`src/rtl/regfile_writer_pkg.sv`:
```
// Shared constants and write-entry type for the register file write path.
package regfile_writer_pkg;

  localparam int RF_WIDTH   = 16;
  localparam int RF_REGBITS = 4;

  localparam logic [RF_REGBITS-1:0] REG_ZERO = '0;

  typedef struct packed {
    logic [RF_REGBITS-1:0] addr;
    logic [RF_WIDTH-1:0]   data;
  } wr_entry_t;

endpackage

```
`src/rtl/regfile_writer_fifo.sv`:
```
// Write-request queue: unreset storage with reset pointers and occupancy.
// Storage is exposed whole so the parent can search queued entries.
module regfile_writer_fifo
  import regfile_writer_pkg::*;
#(
  parameter int WIDTH   = RF_WIDTH,
  parameter int REGBITS = RF_REGBITS,
  parameter int DEPTH   = 4
) (
  input  logic                             clk,
  input  logic                             reset,
  input  logic                             push_i,
  input  logic                             pop_i,
  input  logic [REGBITS-1:0]               addr_i,
  input  logic [WIDTH-1:0]                 data_i,
  output logic [DEPTH-1:0][REGBITS-1:0]    mem_addr_o,
  output logic [DEPTH-1:0][WIDTH-1:0]      mem_data_o,
  output logic [$clog2(DEPTH)-1:0]         rd_ptr_o,
  output logic [$clog2(DEPTH):0]           count_o
);

  localparam int PW = $clog2(DEPTH);
  localparam int CW = PW + 1;

  logic [DEPTH-1:0][REGBITS-1:0] mem_addr_q;
  logic [DEPTH-1:0][WIDTH-1:0]   mem_data_q;
  logic [PW-1:0]                 rd_ptr_q, rd_ptr_d;
  logic [PW-1:0]                 wr_ptr_q, wr_ptr_d;
  logic [CW-1:0]                 count_q, count_d;

  // DEPTH is a power of two, so plain pointer overflow gives the modulo wrap.
  always_comb begin
    rd_ptr_d = rd_ptr_q + PW'(pop_i);
    wr_ptr_d = wr_ptr_q + PW'(push_i);
    count_d  = count_q + CW'(push_i) - CW'(pop_i);
  end

  always_ff @(posedge clk or posedge reset) begin
    if (reset) begin
      rd_ptr_q <= '0;
      wr_ptr_q <= '0;
      count_q  <= '0;
    end else begin
      rd_ptr_q <= rd_ptr_d;
      wr_ptr_q <= wr_ptr_d;
      count_q  <= count_d;
    end
  end

  always_ff @(posedge clk) begin
    if (push_i) begin
      mem_addr_q[wr_ptr_q] <= addr_i;
      mem_data_q[wr_ptr_q] <= data_i;
    end
  end

  assign mem_addr_o = mem_addr_q;
  assign mem_data_o = mem_data_q;
  assign rd_ptr_o   = rd_ptr_q;
  assign count_o    = count_q;

endmodule

```
`src/rtl/regfile_writer.sv`:
```
// Write-side front end of the register file: queues writebacks and drains them
// into the shared ra2 write port. Bypass lookup built only with REGFILE_WRITER_BYPASS_EN.
module regfile_writer
  import regfile_writer_pkg::*;
#(
  parameter int WIDTH   = RF_WIDTH,
  parameter int REGBITS = RF_REGBITS,
  parameter int DEPTH   = 4
) (
  input  logic                      clk,
  input  logic                      reset,
  input  logic                      in_valid,
  output logic                      in_ready,
  input  logic [REGBITS-1:0]        in_addr,
  input  logic [WIDTH-1:0]          in_data,
  input  logic                      port_free,
  output logic                      rf_regwrite,
  output logic [REGBITS-1:0]        rf_waddr,
  output logic [WIDTH-1:0]          rf_wd,
  input  logic [REGBITS-1:0]        lk_addr,
  output logic                      lk_hit,
  output logic [WIDTH-1:0]          lk_data,
  output logic [$clog2(DEPTH):0]    count
);

  localparam int PW = $clog2(DEPTH);
  localparam int CW = PW + 1;

  logic                          push;
  logic                          pop;
  logic [DEPTH-1:0][REGBITS-1:0] mem_addr;
  logic [DEPTH-1:0][WIDTH-1:0]   mem_data;
  logic [PW-1:0]                 rd_ptr;

  // Handshake: a request transfers at a rising edge when in_valid && in_ready;
  // in_ready depends only on occupancy, so a full queue refuses even while popping.
  assign in_ready    = (count < CW'(DEPTH));
  assign push        = in_valid && in_ready && (in_addr != REGBITS'(REG_ZERO));
  assign rf_regwrite = (count != '0) && port_free;
  assign pop         = rf_regwrite;

  regfile_writer_fifo #(
    .WIDTH   (WIDTH),
    .REGBITS (REGBITS),
    .DEPTH   (DEPTH)
  ) u_fifo (
    .clk        (clk),
    .reset      (reset),
    .push_i     (push),
    .pop_i      (pop),
    .addr_i     (in_addr),
    .data_i     (in_data),
    .mem_addr_o (mem_addr),
    .mem_data_o (mem_data),
    .rd_ptr_o   (rd_ptr),
    .count_o    (count)
  );

  always_comb begin
    rf_waddr = '0;
    rf_wd    = '0;
    if (count != '0) begin
      rf_waddr = mem_addr[rd_ptr];
      rf_wd    = mem_data[rd_ptr];
    end
  end

`ifdef REGFILE_WRITER_BYPASS_EN
  logic [PW-1:0] lk_idx;

  // Walk oldest to youngest so the last match seen is the youngest one.
  always_comb begin
    lk_hit  = 1'b0;
    lk_data = '0;
    lk_idx  = '0;
    for (int i = 0; i < DEPTH; i++) begin
      lk_idx = rd_ptr + PW'(i);
      if ((CW'(i) < count) && (mem_addr[lk_idx] == lk_addr) &&
          (lk_addr != REGBITS'(REG_ZERO))) begin
        lk_hit  = 1'b1;
        lk_data = mem_data[lk_idx];
      end
    end
  end
`else
  logic unused_lk_addr;
  assign unused_lk_addr = ^lk_addr;
  assign lk_hit         = 1'b0;
  assign lk_data        = '0;
`endif

endmodule
```
`config.mk`:
```
export PLATFORM = sky130hd
export DESIGN_NAME = regfile_writer
export DESIGN_NICKNAME = d
export VERILOG_FILES = /design/src/rtl/regfile_writer_pkg.sv /design/src/rtl/regfile_writer_fifo.sv /design/src/rtl/regfile_writer.sv
export SDC_FILE = /design/constraint.sdc
export NUM_CORES = 1
export LEC_CHECK = 0
export ABC_AREA = 1
export CORE_ASPECT_RATIO = 1.75
export CORE_MARGIN = 10
export CORE_UTILIZATION = 48
export CTS_CLUSTER_SIZE = 25
export DETAILED_ROUTE_END_ITERATION = 10
export PLACE_DENSITY = 0.77
export SYNTH_ARGS = -nofsm -noshare
export SYNTH_HDL_FRONTEND = slang
export SYNTH_SLANG_ARGS = --single-unit
```
`constraint.sdc`:
```
create_clock -name clk -period 2 [get_ports clk]
set_input_delay 0.4 -clock clk [delete_from_list [all_inputs] [get_ports clk]]
set_output_delay 0.4 -clock clk [all_outputs]
set_load 0.01 [all_outputs]
```
==> impl_metrics.xml, run 1 <==
<?xml version="1.0" encoding="UTF-8"?>
<metrics>
  <group name="route">
    <metric name="wire_per_inst" unit="µm">14.2</metric>
    <metric name="dr.pass1.iters" unit="">4</metric>
    <metric name="drc" unit="">0</metric>
    <metric name="drt.antenna.violating_nets" unit="">0</metric>
    <metric name="vias_per_cell" unit="">4.59</metric>
    <metric name="first_drt_iteration_drcs" unit="">183</metric>
    <metric name="routed_wl" unit="mm">8.35</metric>
    <metric name="routed-via-count" unit="">2692</metric>
  </group>
  <group name="critical_path">
    <metric name="reg2regPathDepth" unit="">10</metric>
    <metric name="crit_path_cell_trace" unit="">buf_8 &gt; nand2_1 &gt; nand3_2 &gt; a21oi_2 &gt; clkdlybuf4s15_1</metric>
    <metric name="crit_path_max_incr_delay" unit="ns">0.44</metric>
    <metric name="worst-endpoint-required" unit="ns">1.60</metric>
    <metric name="crit_fanout" unit="">28</metric>
    <metric name="cp.arrival" unit="ns">1.56</metric>
    <metric name="buf_inv_stages_crit_path" unit="">2</metric>
    <metric name="crit_family" unit="">flip-flops</metric>
    <metric name="crit_slowest_cell" unit="">sky130_fd_sc_hd__dfrtp_2</metric>
    <metric name="r2r-start" unit="">u_fifo.count_o[2]$_DFF_PP0_</metric>
    <metric name="rr_endpoint" unit="">u_fifo.count_o[2]$_DFF_PP0_</metric>
    <metric name="crit_path_end_kind" unit="">output port</metric>
    <metric name="setup.reg_to_reg.worst_slack" unit="ns">0.22</metric>
    <metric name="startpoint_type" unit="">register</metric>
    <metric name="crit_type" unit="">reg -&gt; out</metric>
  </group>
  <group name="cts">
    <metric name="clk_transition_reported_paths" unit="ns">0.06</metric>
    <metric name="cts_root_buf" unit="">sky130_fd_sc_hd__clkbuf_16</metric>
    <metric name="clock_sink_count" unit="">87</metric>
    <metric name="clk_path_buf_depth" unit="">2</metric>
    <metric name="htreeDepth" unit="">3</metric>
    <metric name="tritoncts_buffer_count" unit="">9</metric>
    <metric name="cts_tree" unit="">done</metric>
    <metric name="clk_latency" unit="ns">0.34</metric>
    <metric name="hold_buffers" unit="">0</metric>
  </group>
  <group name="logic_synthesis">
    <metric name="yosysWarningCount" unit="">0</metric>
    <metric name="postSynth.topFlopCell" unit="">sky130_fd_sc_hd__edfxtp_1</metric>
    <metric name="ys_seq_area_frac" unit="">0.617</metric>
    <metric name="post_synth_inst_count" unit="">386</metric>
    <metric name="netlist.top_cell.by_area" unit="">sky130_fd_sc_hd__edfxtp_1</metric>
    <metric name="yosysMostFrequentCell" unit="">sky130_fd_sc_hd__inv_1</metric>
    <metric name="synth_top_cells_by_count" unit="">91 x sky130_fd_sc_hd__inv_1, 80 x sky130_fd_sc_hd__edfxtp_1, 72 x sky130_fd_sc_hd__nand2_1</metric>
    <metric name="ys_seq_elements" unit="">87</metric>
    <metric name="postSynth.asyncResetShare" unit="">0.0805</metric>
    <metric name="synthesis.area_per_instance" unit="µm²">10.8</metric>
    <metric name="synthTopCellsByArea" unit="">sky130_fd_sc_hd__edfxtp_1 57%, sky130_fd_sc_hd__inv_1 8.2%, sky130_fd_sc_hd__nand2_1 6.5%</metric>
    <metric name="mappedNetlistArea" unit="µm²">4180</metric>
    <metric name="synth.top_cell.area_share" unit="">0.575</metric>
    <metric name="yosysUniqueCellTypes" unit="">22</metric>
    <metric name="synth_edf_count" unit="">80</metric>
  </group>
  <group name="placement">
    <metric name="io_buffers" unit="">48</metric>
    <metric name="preCtsSetupSlack" unit="ns">-0.282</metric>
    <metric name="post_dp_cell_area" unit="µm²">4870</metric>
    <metric name="dp_hpwl" unit="mm">5.88</metric>
    <metric name="dp.cells" unit="">563</metric>
    <metric name="place.gp.congestion" unit="">0.770</metric>
  </group>
  <group name="global_route">
    <metric name="residual_overflow_from_global_routing" unit="">0</metric>
    <metric name="global_route.usage.total" unit="">0.131</metric>
    <metric name="grt_antenna_before_repair" unit="">1</metric>
    <metric name="grt_start_max_net_pins" unit="">29</metric>
    <metric name="grt_first_pass_wirelength" unit="mm">13.0</metric>
    <metric name="vias_in_the_first_global_route" unit="">2738</metric>
  </group>
  <group name="sta">
    <metric name="slew_violations" unit="">0</metric>
    <metric name="finalClockSkew" unit="ns">0.00689</metric>
    <metric name="final-setup-viol-count" unit="">0</metric>
    <metric name="fmaxAchievable" unit="MHz">511</metric>
    <metric name="final.min_clock_period" unit="ns">1.96</metric>
    <metric name="min_period_over_period" unit="">0.979</metric>
    <metric name="timing.final.hold_violations" unit="">0</metric>
    <metric name="final.setup.worst_slack" unit="ns">0.0419</metric>
    <metric name="worst_hold_slack" unit="ns">0.305</metric>
  </group>
  <group name="layout">
    <metric name="final_cell_area" unit="µm²">5200</metric>
    <metric name="post_layout_nonfiller_instances" unit="">586</metric>
    <metric name="nets" unit="">494</metric>
    <metric name="syn2layout_area_growth" unit="%">24.5</metric>
    <metric name="drive_above_1_share" unit="">0.276</metric>
  </group>
  <group name="floorplanning">
    <metric name="core_region_area" unit="µm²">8610</metric>
    <metric name="initial_utilization" unit="">0.485</metric>
    <metric name="fp.dieArea" unit="µm²">13000</metric>
    <metric name="die_width" unit="µm">90.5</metric>
    <metric name="boundaryPins" unit="">70</metric>
    <metric name="standard_cell_row_count" unit="">45</metric>
    <metric name="chipHeight" unit="µm">143</metric>
  </group>
  <group name="job">
    <metric name="maxCapViolations" unit="">0</metric>
  </group>
  <group name="pwr">
    <metric name="powerDensity" unit="nW/µm²">1400</metric>
    <metric name="leakage_power_figure" unit="nW">2.36</metric>
    <metric name="vdd_ir_drop_max" unit="mV">0.769</metric>
  </group>
  <group name="outcome">
    <metric name="run_status" unit="">complete, no violations</metric>
  </group>
  <group name="hold_path">
    <metric name="hp-class" unit="">in -&gt; async</metric>
  </group>
</metrics>
-- layout make-up --
cell class | count | area [µm²]
inverter | 93 | 368
clock buffer | 9 | 225
clock inverter | 7 | 72.6
timing repair buffer | 81 | 724
multi-input combinational | 190 | 1070
sequential | 87 | 2580
timing repair inverter | 1 | 16.3
tap | 117 | 146
fill | 664 | 3410
antenna | 1 | 2.50
-- worst max path at each step --
stage,cells after the start,to,startpoint,slack (ns)
5_1_grt,6,rf_wd[3],u_fifo.count_o[2]$_DFF_PP0_,-0.0004
2_1_floorplan,3,u_fifo.mem_addr_o[0]$_DFFE_PP_,u_fifo.count_o[2]$_DFF_PP0_,-0.001
3_3_place_gp,11,u_fifo.count_o[2]$_DFF_PP0_,in_addr[3],-0.24
6_report,5,rf_waddr[2],u_fifo.rd_ptr_o[0]$_DFF_PP0_,0.04
4_1_cts,5,rf_wd[7],u_fifo.rd_ptr_o[0]$_DFF_PP0_,0.0003
3_5_place_dp,11,u_fifo.count_o[2]$_DFF_PP0_,in_addr[3],-0.28
-- layer usage --
metal	vias to the layer above	wire, µm	GRT usage
met5	-	0	0
met4	0	204	0.0850
met3	16	572	0.0433
met2	81	4900	0.254
met1	1267	2670	0.108
li1	1328	-	-
-- logic make-up after synthesis --
family | count (synthesis) | share of synthesized area
AO/OA/AOI/OAI | 21 | 0.0422
XOR/XNOR | 3 | 0.00629
adder cells (fa/ha/maj) | 3 | 0.0108
buffers and inverters | 125 | 0.144
flip-flops | 87 | 0.617
other | 1 | 0.000897
AND/OR/NAND/NOR | 146 | 0.179
-- through the flow --
stage / utilization / power (mW) / TNS [ns]
2_1_floorplan: - / 4.46 / -0.109
3_3_place_gp: 0.566 / 5.75 / -0.663
3_5_place_dp: 0.566 / 5.83 / -1.81
4_1_cts: 0.605 / 7.37 / 0
5_1_grt: 0.604 / 7.74 / -0.000422
6_report: 0.604 / 7.30 / 0
-- layout by cell type (no fill, tap or decap), types with 2 or more instances in the layout --
| cell type | synthesis | layout |
|---|---|---|
| sky130_fd_sc_hd__nand2_2 | 20 | 20 |
| sky130_fd_sc_hd__clkbuf_16 | 0 | 9 |
| sky130_fd_sc_hd__clkinvlp_4 | 0 | 2 |
| sky130_fd_sc_hd__a21oi_2 | 19 | 19 |
| sky130_fd_sc_hd__buf_4 | 21 | 28 |
| sky130_fd_sc_hd__edfxtp_1 | 80 | 80 |
| sky130_fd_sc_hd__nand2_1 | 72 | 72 |
| sky130_fd_sc_hd__dlygate4sd2_1 | 0 | 3 |
| sky130_fd_sc_hd__dfrtp_1 | 7 | 6 |
| sky130_fd_sc_hd__clkdlybuf4s50_1 | 0 | 24 |
| sky130_fd_sc_hd__nor2_1 | 10 | 6 |
| sky130_fd_sc_hd__inv_1 | 91 | 90 |
| sky130_fd_sc_hd__ha_1 | 2 | 2 |
| sky130_fd_sc_hd__clkinv_2 | 0 | 2 |
| sky130_fd_sc_hd__buf_12 | 0 | 4 |
| sky130_fd_sc_hd__nand3_1 | 24 | 24 |
| sky130_fd_sc_hd__xor2_1 | 2 | 2 |
| sky130_fd_sc_hd__conb_1 | 1 | 17 |
| sky130_fd_sc_hd__dlymetal6s2s_1 | 0 | 3 |
| sky130_fd_sc_hd__clkdlybuf4s15_1 | 0 | 5 |
| sky130_fd_sc_hd__clkbuf_2 | 0 | 13 |
| sky130_fd_sc_hd__nor2_2 | 0 | 4 |
| sky130_fd_sc_hd__nand3_2 | 19 | 19 |
-- timing repair --
| item | in CTS | in global routing |
|---|---|---|
| pin swaps | 0 | 1 |
| gates resized for setup | 35 | 32 |
| buffers inserted | 1 | 4 |
| cloned | 1 | 0 |
| endpoints found under the setup margin | 21 | 21 |
-- report_power, final --
part	total (mW)	internal (mW)	switching, mW	leakage (nW)
sequential	2.39	2.28	0.107	0.807
clock	1.60	0.967	0.637	0.142
combinational	3.30	1.39	1.92	1.42
total	7.30	4.64	2.66	2.36
-- worst reg2reg max path, cell delays in order, from the launching register on --
cell and delay (ns):
sky130_fd_sc_hd__dfrtp_1 0.38, sky130_fd_sc_hd__buf_4 0.14, sky130_fd_sc_hd__inv_1 0.09, sky130_fd_sc_hd__nand3_1 0.10, sky130_fd_sc_hd__inv_1 0.09, sky130_fd_sc_hd__ha_1 0.14, sky130_fd_sc_hd__inv_1 0.04, sky130_fd_sc_hd__fa_1 0.40
sky130_fd_sc_hd__xor2_1 0.16, sky130_fd_sc_hd__nor2_1 0.09, sky130_fd_sc_hd__nor2_1 0.04
-- flip-flops by register name (all words and copies together), names as in the netlist --
| signal | flops |
|---|---|
| u_fifo.count_o | 3 |
| u_fifo.mem_addr_o | 16 |
| u_fifo.mem_data_o | 64 |
| u_fifo.rd_ptr_o | 2 |
| u_fifo.wr_ptr_q | 2 |
(Power assumes the default switching activity.)
==> run 2, diff against run 1 <==
--- a/config.mk
+++ b/config.mk
@@ -7,7 +7,7 @@
 export LEC_CHECK = 0
 export ABC_AREA = 1
 export CORE_ASPECT_RATIO = 1.75
-export CORE_MARGIN = 10
+export CORE_MARGIN = 2
 export CORE_UTILIZATION = 48
 export CTS_CLUSTER_SIZE = 25
 export DETAILED_ROUTE_END_ITERATION = 10
==> run 2 against run 1 <==
  * The flow now finishes with violations (negative setup slack)
  * Non-clock buffer count fell by 2
  * Final cell count fell by 0.68%
  * Power rose by 0.27%
  * Global-route usage rose by 5.2 points
  * Clock skew rose by 0.00081 ns
  * Worst hold slack improved by 0.020 ns
  * Via count rose by 0.33%
  * Sequential cell count did not move
  * Routed wire length fell by 5.0%
  * Clock-buffer cell count rose by 2
  * Critical endpoint is now rf_wd[5]
==> impl_metrics.xml, run 2 (same netlist as run 1, synthesis figures left out) <==
<?xml version="1.0" encoding="UTF-8"?>
<metrics>
  <group name="outcome">
    <metric name="run_status" unit="">finished, violations left</metric>
    <metric name="failing_checks" unit="">negative setup slack</metric>
  </group>
  <group name="route">
    <metric name="vias_per_cell" unit="">4.64</metric>
    <metric name="drc" unit="">0</metric>
    <metric name="dr.pass1.iters" unit="">4</metric>
    <metric name="routed-via-count" unit="">2701</metric>
    <metric name="wire_per_inst" unit="µm">13.6</metric>
    <metric name="routed_wl" unit="mm">7.93</metric>
    <metric name="drt.antenna.violating_nets" unit="">0</metric>
    <metric name="first_drt_iteration_drcs" unit="">215</metric>
  </group>
  <group name="layout">
    <metric name="most_common_library_cell_in_the_layout_ignoring_fill_and_taps" unit="">sky130_fd_sc_hd__inv_1</metric>
    <metric name="fillers" unit="">654</metric>
    <metric name="nets" unit="">491</metric>
    <metric name="diodes" unit="">0</metric>
    <metric name="layout_common_cells" unit="">90 x sky130_fd_sc_hd__inv_1, 80 x sky130_fd_sc_hd__edfxtp_1, 71 x sky130_fd_sc_hd__nand2_1</metric>
    <metric name="syn2layout_area_growth" unit="%">24.5</metric>
    <metric name="post_layout_nonfiller_instances" unit="">582</metric>
    <metric name="layout.core_utilization" unit="">0.608</metric>
    <metric name="drive_above_1_share" unit="">0.260</metric>
    <metric name="largest_register_ff_count" unit="">64</metric>
  </group>
  <group name="cts">
    <metric name="htreeDepth" unit="">3</metric>
    <metric name="clk_transition_reported_paths" unit="ns">0.06</metric>
    <metric name="cts_root_buf" unit="">sky130_fd_sc_hd__clkbuf_16</metric>
    <metric name="tritoncts_buffer_count" unit="">9</metric>
    <metric name="clk_latency" unit="ns">0.33</metric>
    <metric name="clk_path_buf_depth" unit="">2</metric>
    <metric name="clock_sink_count" unit="">87</metric>
    <metric name="cts_tree" unit="">done</metric>
  </group>
  <group name="sta">
    <metric name="slew_violations" unit="">0</metric>
    <metric name="final.setup.worst_slack" unit="ns">-0.0221</metric>
    <metric name="min_period_over_period" unit="">1.01</metric>
    <metric name="final-setup-viol-count" unit="">2</metric>
    <metric name="fmaxAchievable" unit="MHz">495</metric>
    <metric name="final.min_clock_period" unit="ns">2.02</metric>
    <metric name="finalClockSkew" unit="ns">0.00770</metric>
    <metric name="timing.final.hold_violations" unit="">0</metric>
    <metric name="grt_setup_unrepaired" unit="">true</metric>
  </group>
  <group name="placement">
    <metric name="dp.cells" unit="">566</metric>
    <metric name="place.gp.congestion" unit="">0.749</metric>
    <metric name="dp_hpwl" unit="mm">5.66</metric>
    <metric name="io_buffers" unit="">48</metric>
  </group>
  <group name="global_route">
    <metric name="vias_in_the_first_global_route" unit="">2785</metric>
    <metric name="global_route.usage.total" unit="">0.183</metric>
    <metric name="residual_overflow_from_global_routing" unit="">0</metric>
    <metric name="grt_first_pass_wirelength" unit="mm">12.8</metric>
    <metric name="grt_start_max_net_pins" unit="">42</metric>
    <metric name="grt_antenna_before_repair" unit="">0</metric>
  </group>
  <group name="floorplanning">
    <metric name="die_width" unit="µm">74.5</metric>
    <metric name="standard_cell_row_count" unit="">45</metric>
    <metric name="boundaryPins" unit="">70</metric>
    <metric name="fp.dieArea" unit="µm²">9500</metric>
    <metric name="initial_utilization" unit="">0.488</metric>
    <metric name="chipHeight" unit="µm">127</metric>
    <metric name="core_region_area" unit="µm²">8560</metric>
  </group>
  <group name="pwr">
    <metric name="vdd_ir_drop_max" unit="mV">1.14</metric>
    <metric name="leakage_power_figure" unit="nW">2.35</metric>
    <metric name="powerDensity" unit="nW/µm²">1410</metric>
  </group>
  <group name="critical_path">
    <metric name="crit_fanout" unit="">10</metric>
    <metric name="crit_path_max_incr_delay" unit="ns">0.46</metric>
    <metric name="buf_inv_stages_crit_path" unit="">2</metric>
    <metric name="crit_slowest_cell" unit="">sky130_fd_sc_hd__dfrtp_2</metric>
    <metric name="worst-endpoint-required" unit="ns">1.60</metric>
    <metric name="crit_path_end_kind" unit="">output port</metric>
    <metric name="cp.arrival" unit="ns">1.62</metric>
    <metric name="startpoint_type" unit="">register</metric>
    <metric name="crit_family" unit="">buffers and inverters</metric>
    <metric name="crit_type" unit="">reg -&gt; out</metric>
    <metric name="crit_path_cell_trace" unit="">buf_4 &gt; nand2_1 &gt; nand3_1 &gt; a21oi_2 &gt; dlygate4sd2_1</metric>
  </group>
  <group name="hold_path">
    <metric name="hp-class" unit="">in -&gt; async</metric>
  </group>
  <group name="job">
    <metric name="maxCapViolations" unit="">0</metric>
  </group>
</metrics>
[run 2: final timing paths]
path / startpoint / depth (start not counted) / to / slack (ns)
worst min-delay path: reset / 2 / u_fifo.wr_ptr_q[1]$_DFF_PP0_ / 0.33
worst min register to register: u_fifo.wr_ptr_q[1]$_DFF_PP0_ / 1 / u_fifo.wr_ptr_q[1]$_DFF_PP0_ / 0.57
max in group asynchronous: reset / 2 / u_fifo.rd_ptr_o[0]$_DFF_PP0_ / 1.41
worst max-delay path: u_fifo.rd_ptr_o[0]$_DFF_PP0_ / 5 / rf_wd[5] / -0.02
min in group clk: u_fifo.wr_ptr_q[1]$_DFF_PP0_ / 1 / u_fifo.wr_ptr_q[1]$_DFF_PP0_ / 0.57
worst max register to register: u_fifo.count_o[2]$_DFF_PP0_ / 10 / u_fifo.count_o[2]$_DFF_PP0_ / 0.17
[run 2: layout make-up]
class | instances | area, µm² | share of cell area
Clock buffer | 11 | 243 | 0.0466
Tap cell | 117 | 146 | 0.0281
Clock inverter | 5 | 81.3 | 0.0156
Multi-Input combinational cell | 190 | 1080 | 0.207
Inverter | 93 | 357 | 0.0685
Sequential cell | 87 | 2580 | 0.496
Timing Repair Buffer | 79 | 721 | 0.138
[run 2: power by group]
group	leakage, nW	switching (mW)	internal (mW)
logic	1.38	1.81	1.33
clock network	0.156	0.638	1.13
registers	0.807	0.127	2.28
total	2.35	2.58	4.74
[run 2: what timing repair did]
| action | CTS | global route |
|---|---|---|
| gates resized for setup | 53 | 2 |
| gates cloned | 0 | 0 |
| setup endpoints to repair | 21 | 19 |
| pin swaps | 1 | 0 |
| endpoints found under the hold margin | 0 | 0 |
| hold buffers | 0 | 0 |
| buffers inserted | 1 | 0 |
[run 2: through the flow]
step	setup slack [ns]	power [mW]	hold slack, ns	TNS, ns	area (µm²)
6_report	-0.0221	7.32	0.325	-0.0232	5200
5_1_grt	-0.105	7.76	0.351	-0.881	5200
4_1_cts	-0.0211	7.39	0.317	-0.0536	5210
3_5_place_dp	-0.221	5.80	0.536	-0.397	4900
2_1_floorplan	-0.00138	4.46	0.203	-0.109	4240
3_3_place_gp	-0.135	5.70	0.514	-0.175	4900
[run 2: worst register-to-register path, cell delays in order, from the launching register on]
cell and delay, ns:
sky130_fd_sc_hd__dfrtp_1 0.38, sky130_fd_sc_hd__buf_4 0.14, sky130_fd_sc_hd__inv_1 0.09, sky130_fd_sc_hd__nand3_1 0.11
sky130_fd_sc_hd__inv_1 0.09, sky130_fd_sc_hd__ha_1 0.14, sky130_fd_sc_hd__inv_1 0.05, sky130_fd_sc_hd__fa_1 0.41
sky130_fd_sc_hd__xnor2_1 0.15, sky130_fd_sc_hd__nor2_1 0.11, sky130_fd_sc_hd__nor2_1 0.06
[run 2: routing by layer]
layer  up-vias  wire [µm]  track usage
met5         -          0            0
met4         0        195       0.0840
met3        15        294       0.0315
met2        65       4660        0.342
met1      1300       2780        0.190
li1       1321          -            -
==> run 3, diff against run 2 <==
--- a/config.mk
+++ b/config.mk
@@ -6,12 +6,15 @@
 export NUM_CORES = 1
 export LEC_CHECK = 0
 export ABC_AREA = 1
+export CELL_PAD_IN_SITES_DETAIL_PLACEMENT = 0
+export CELL_PAD_IN_SITES_GLOBAL_PLACEMENT = 1
 export CORE_ASPECT_RATIO = 1.75
 export CORE_MARGIN = 2
-export CORE_UTILIZATION = 48
+export CORE_UTILIZATION = 38
 export CTS_CLUSTER_SIZE = 25
 export DETAILED_ROUTE_END_ITERATION = 10
-export PLACE_DENSITY = 0.77
+export PLACE_DENSITY = 0.78
+export SETUP_SLACK_MARGIN = 0.1
 export SYNTH_ARGS = -nofsm -noshare
 export SYNTH_HDL_FRONTEND = slang
 export SYNTH_SLANG_ARGS = --single-unit
==> constraint.sdc (replaced) <==
create_clock -name clk -period 1.62 [get_ports clk]
set_input_delay 0.324 -clock clk [delete_from_list [all_inputs] [get_ports clk]]
set_output_delay 0.324 -clock clk [all_outputs]
set_load 0.01 [all_outputs]
==> run 3 against run 2 <==
  * The run still ends with negative setup slack left
  * Routed wire length rose by 7.4%
  * Setup slack got worse by 0.18 ns
  * Die area rose by 25%
==> impl_metrics.xml, run 3 (same netlist as run 1, synthesis figures left out) <==
<?xml version="1.0" encoding="UTF-8"?>
<metrics>
  <group name="outcome">
    <metric name="failing_checks" unit="">negative setup slack</metric>
    <metric name="run_status" unit="">finished, violations left</metric>
  </group>
  <group name="critical_path">
    <metric name="cp.arrival" unit="ns">1.50</metric>
    <metric name="startpoint_type" unit="">register</metric>
    <metric name="setup.reg_to_reg.worst_slack" unit="ns">-0.09</metric>
    <metric name="worst-endpoint-required" unit="ns">1.30</metric>
    <metric name="r2r-start" unit="">u_fifo.count_o[2]$_DFF_PP0_</metric>
    <metric name="crit_path_end_kind" unit="">output port</metric>
    <metric name="reg2regPathDepth" unit="">11</metric>
    <metric name="crit_type" unit="">reg -&gt; out</metric>
    <metric name="rr_endpoint" unit="">u_fifo.count_o[2]$_DFF_PP0_</metric>
    <metric name="crit_fanout" unit="">14</metric>
  </group>
  <group name="sta">
    <metric name="timing.final.hold_violations" unit="">0</metric>
    <metric name="finalClockSkew" unit="ns">0.00544</metric>
    <metric name="fin_tns_setup" unit="ns">-3.45</metric>
    <metric name="min_period_over_period" unit="">1.12</metric>
    <metric name="fmaxAchievable" unit="MHz">550</metric>
    <metric name="final.min_clock_period" unit="ns">1.82</metric>
    <metric name="slew_violations" unit="">0</metric>
    <metric name="grt_setup_unrepaired" unit="">true</metric>
    <metric name="final-setup-viol-count" unit="">23</metric>
    <metric name="final.setup.worst_slack" unit="ns">-0.200</metric>
  </group>
  <group name="placement">
    <metric name="dp_hpwl" unit="mm">5.81</metric>
    <metric name="io_buffers" unit="">48</metric>
    <metric name="preCtsSetupSlack" unit="ns">-0.513</metric>
    <metric name="place.gp.congestion" unit="">0.727</metric>
  </group>
  <group name="route">
    <metric name="drt.antenna.violating_nets" unit="">0</metric>
    <metric name="vias_per_cell" unit="">4.51</metric>
    <metric name="wire_per_inst" unit="µm">14.0</metric>
    <metric name="drc" unit="">0</metric>
    <metric name="first_drt_iteration_drcs" unit="">143</metric>
    <metric name="routed_wl" unit="mm">8.51</metric>
    <metric name="dr.pass1.iters" unit="">4</metric>
    <metric name="routed-via-count" unit="">2750</metric>
  </group>
  <group name="cts">
    <metric name="cts_root_buf" unit="">sky130_fd_sc_hd__clkbuf_16</metric>
    <metric name="clk_path_buf_depth" unit="">2</metric>
    <metric name="htreeDepth" unit="">3</metric>
    <metric name="cts_tree" unit="">done</metric>
    <metric name="clock_sink_count" unit="">87</metric>
    <metric name="hold_buffers" unit="">0</metric>
    <metric name="clk_latency" unit="ns">0.33</metric>
    <metric name="tritoncts_buffer_count" unit="">9</metric>
    <metric name="clk_transition_reported_paths" unit="ns">0.06</metric>
  </group>
  <group name="global_route">
    <metric name="global_route.usage.total" unit="">0.151</metric>
    <metric name="grt_first_pass_wirelength" unit="mm">13.7</metric>
    <metric name="vias_in_the_first_global_route" unit="">2836</metric>
    <metric name="grt_start_max_net_pins" unit="">19</metric>
    <metric name="residual_overflow_from_global_routing" unit="">0</metric>
    <metric name="grt_antenna_before_repair" unit="">0</metric>
  </group>
  <group name="layout">
    <metric name="nets" unit="">506</metric>
    <metric name="diodes" unit="">0</metric>
    <metric name="syn2layout_area_growth" unit="%">32.1</metric>
    <metric name="most_common_library_cell_in_the_layout_ignoring_fill_and_taps" unit="">sky130_fd_sc_hd__inv_1</metric>
    <metric name="drive_above_1_share" unit="">0.392</metric>
    <metric name="largest_register_ff_count" unit="">64</metric>
    <metric name="area_used_by_multi_input_combinational_logic" unit="µm²">1220</metric>
    <metric name="layout_common_cells" unit="">85 x sky130_fd_sc_hd__inv_1, 80 x sky130_fd_sc_hd__edfxtp_1, 55 x sky130_fd_sc_hd__nand2_1</metric>
    <metric name="fillers" unit="">961</metric>
    <metric name="regArea" unit="µm²">2580</metric>
  </group>
  <group name="job">
    <metric name="maxCapViolations" unit="">0</metric>
  </group>
  <group name="pwr">
    <metric name="leakage_power_figure" unit="nW">2.48</metric>
    <metric name="total_power" unit="mW">9.63</metric>
    <metric name="powerDensity" unit="nW/µm²">1740</metric>
    <metric name="vdd_ir_drop_max" unit="mV">1.24</metric>
  </group>
  <group name="hold_path">
    <metric name="hp-class" unit="">in -&gt; async</metric>
  </group>
  <group name="floorplanning">
    <metric name="boundaryPins" unit="">70</metric>
    <metric name="initial_utilization" unit="">0.391</metric>
    <metric name="die_width" unit="µm">83.3</metric>
    <metric name="core_region_area" unit="µm²">10700</metric>
    <metric name="fp.dieArea" unit="µm²">11900</metric>
    <metric name="chipHeight" unit="µm">143</metric>
    <metric name="standard_cell_row_count" unit="">50</metric>
  </group>
</metrics>
run 3: report_power, final:
| group | switching [mW] | leakage [nW] | internal, mW |
|---|---|---|---|
| logic | 2.47 | 1.52 | 2.06 |
| registers | 0.171 | 0.806 | 2.82 |
| clock network | 0.787 | 0.156 | 1.32 |
| total | 3.43 | 2.48 | 6.20 |
run 3: layout make-up:
class,instances,area share
sequential,87,0.467
tap,130,0.0295
clock buffer,13,0.0489
timing repair buffer,94,0.162
multi-input combinational,190,0.220
clock inverter,3,0.00725
inverter,93,0.0646
run 3: worst max-delay path by stage:
stage | from | endpoint | slack (ns) | depth (start not counted)
3_3_place_gp | in_addr[3] | u_fifo.count_o[2]$_DFF_PP0_ | -0.49 | 11
6_report | u_fifo.rd_ptr_o[0]$_DFF_PP0_ | rf_wd[14] | -0.20 | 6
4_1_cts | u_fifo.rd_ptr_o[0]$_DFF_PP0_ | rf_wd[4] | -0.25 | 6
5_1_grt | u_fifo.rd_ptr_o[0]$_DFF_PP0_ | rf_wd[14] | -0.29 | 6
3_5_place_dp | in_addr[3] | u_fifo.count_o[2]$_DFF_PP0_ | -0.51 | 11
2_1_floorplan | u_fifo.count_o[2]$_DFF_PP0_ | u_fifo.count_o[2]$_DFF_PP0_ | -0.02 | 10
run 3: critical path: stages, from the launching register on:
cell	delay, ns
sky130_fd_sc_hd__dfrtp_2	0.48
sky130_fd_sc_hd__inv_6	0.09
sky130_fd_sc_hd__buf_12	0.16
sky130_fd_sc_hd__nand2_1	0.07
sky130_fd_sc_hd__nand3_2	0.09
sky130_fd_sc_hd__a21oi_2	0.14
sky130_fd_sc_hd__buf_2	0.14
run 3: routing by layer:
metal,global-route usage,up-vias,share of wire
li1,-,1353,-
met1,0.145,1325,0.36
met2,0.298,64,0.59
met3,0.0335,8,0.039
met4,0.0673,0,0.017
met5,0,-,0
run 3: repair_timing:
| action | CTS | global route |
|---|---|---|
| endpoints found under the setup margin | 107 | 95 |
| resized for setup | 138 | 27 |
| pin swaps | 9 | 8 |
| buffers inserted | 2 | 3 |
| gates cloned | 1 | 1 |
| hold endpoints to repair | 0 | 0 |
run 3: metrics by stage:
stage,util,area (µm²),cells,hold slack (ns)
3_5_place_dp,0.469,5010,588,0.538
5_1_grt,0.516,5520,610,0.242
3_3_place_gp,0.469,5010,588,0.522
4_1_cts,0.504,5400,607,0.229
2_1_floorplan,-,4270,402,0.127
6_report,0.516,5520,610,0.225
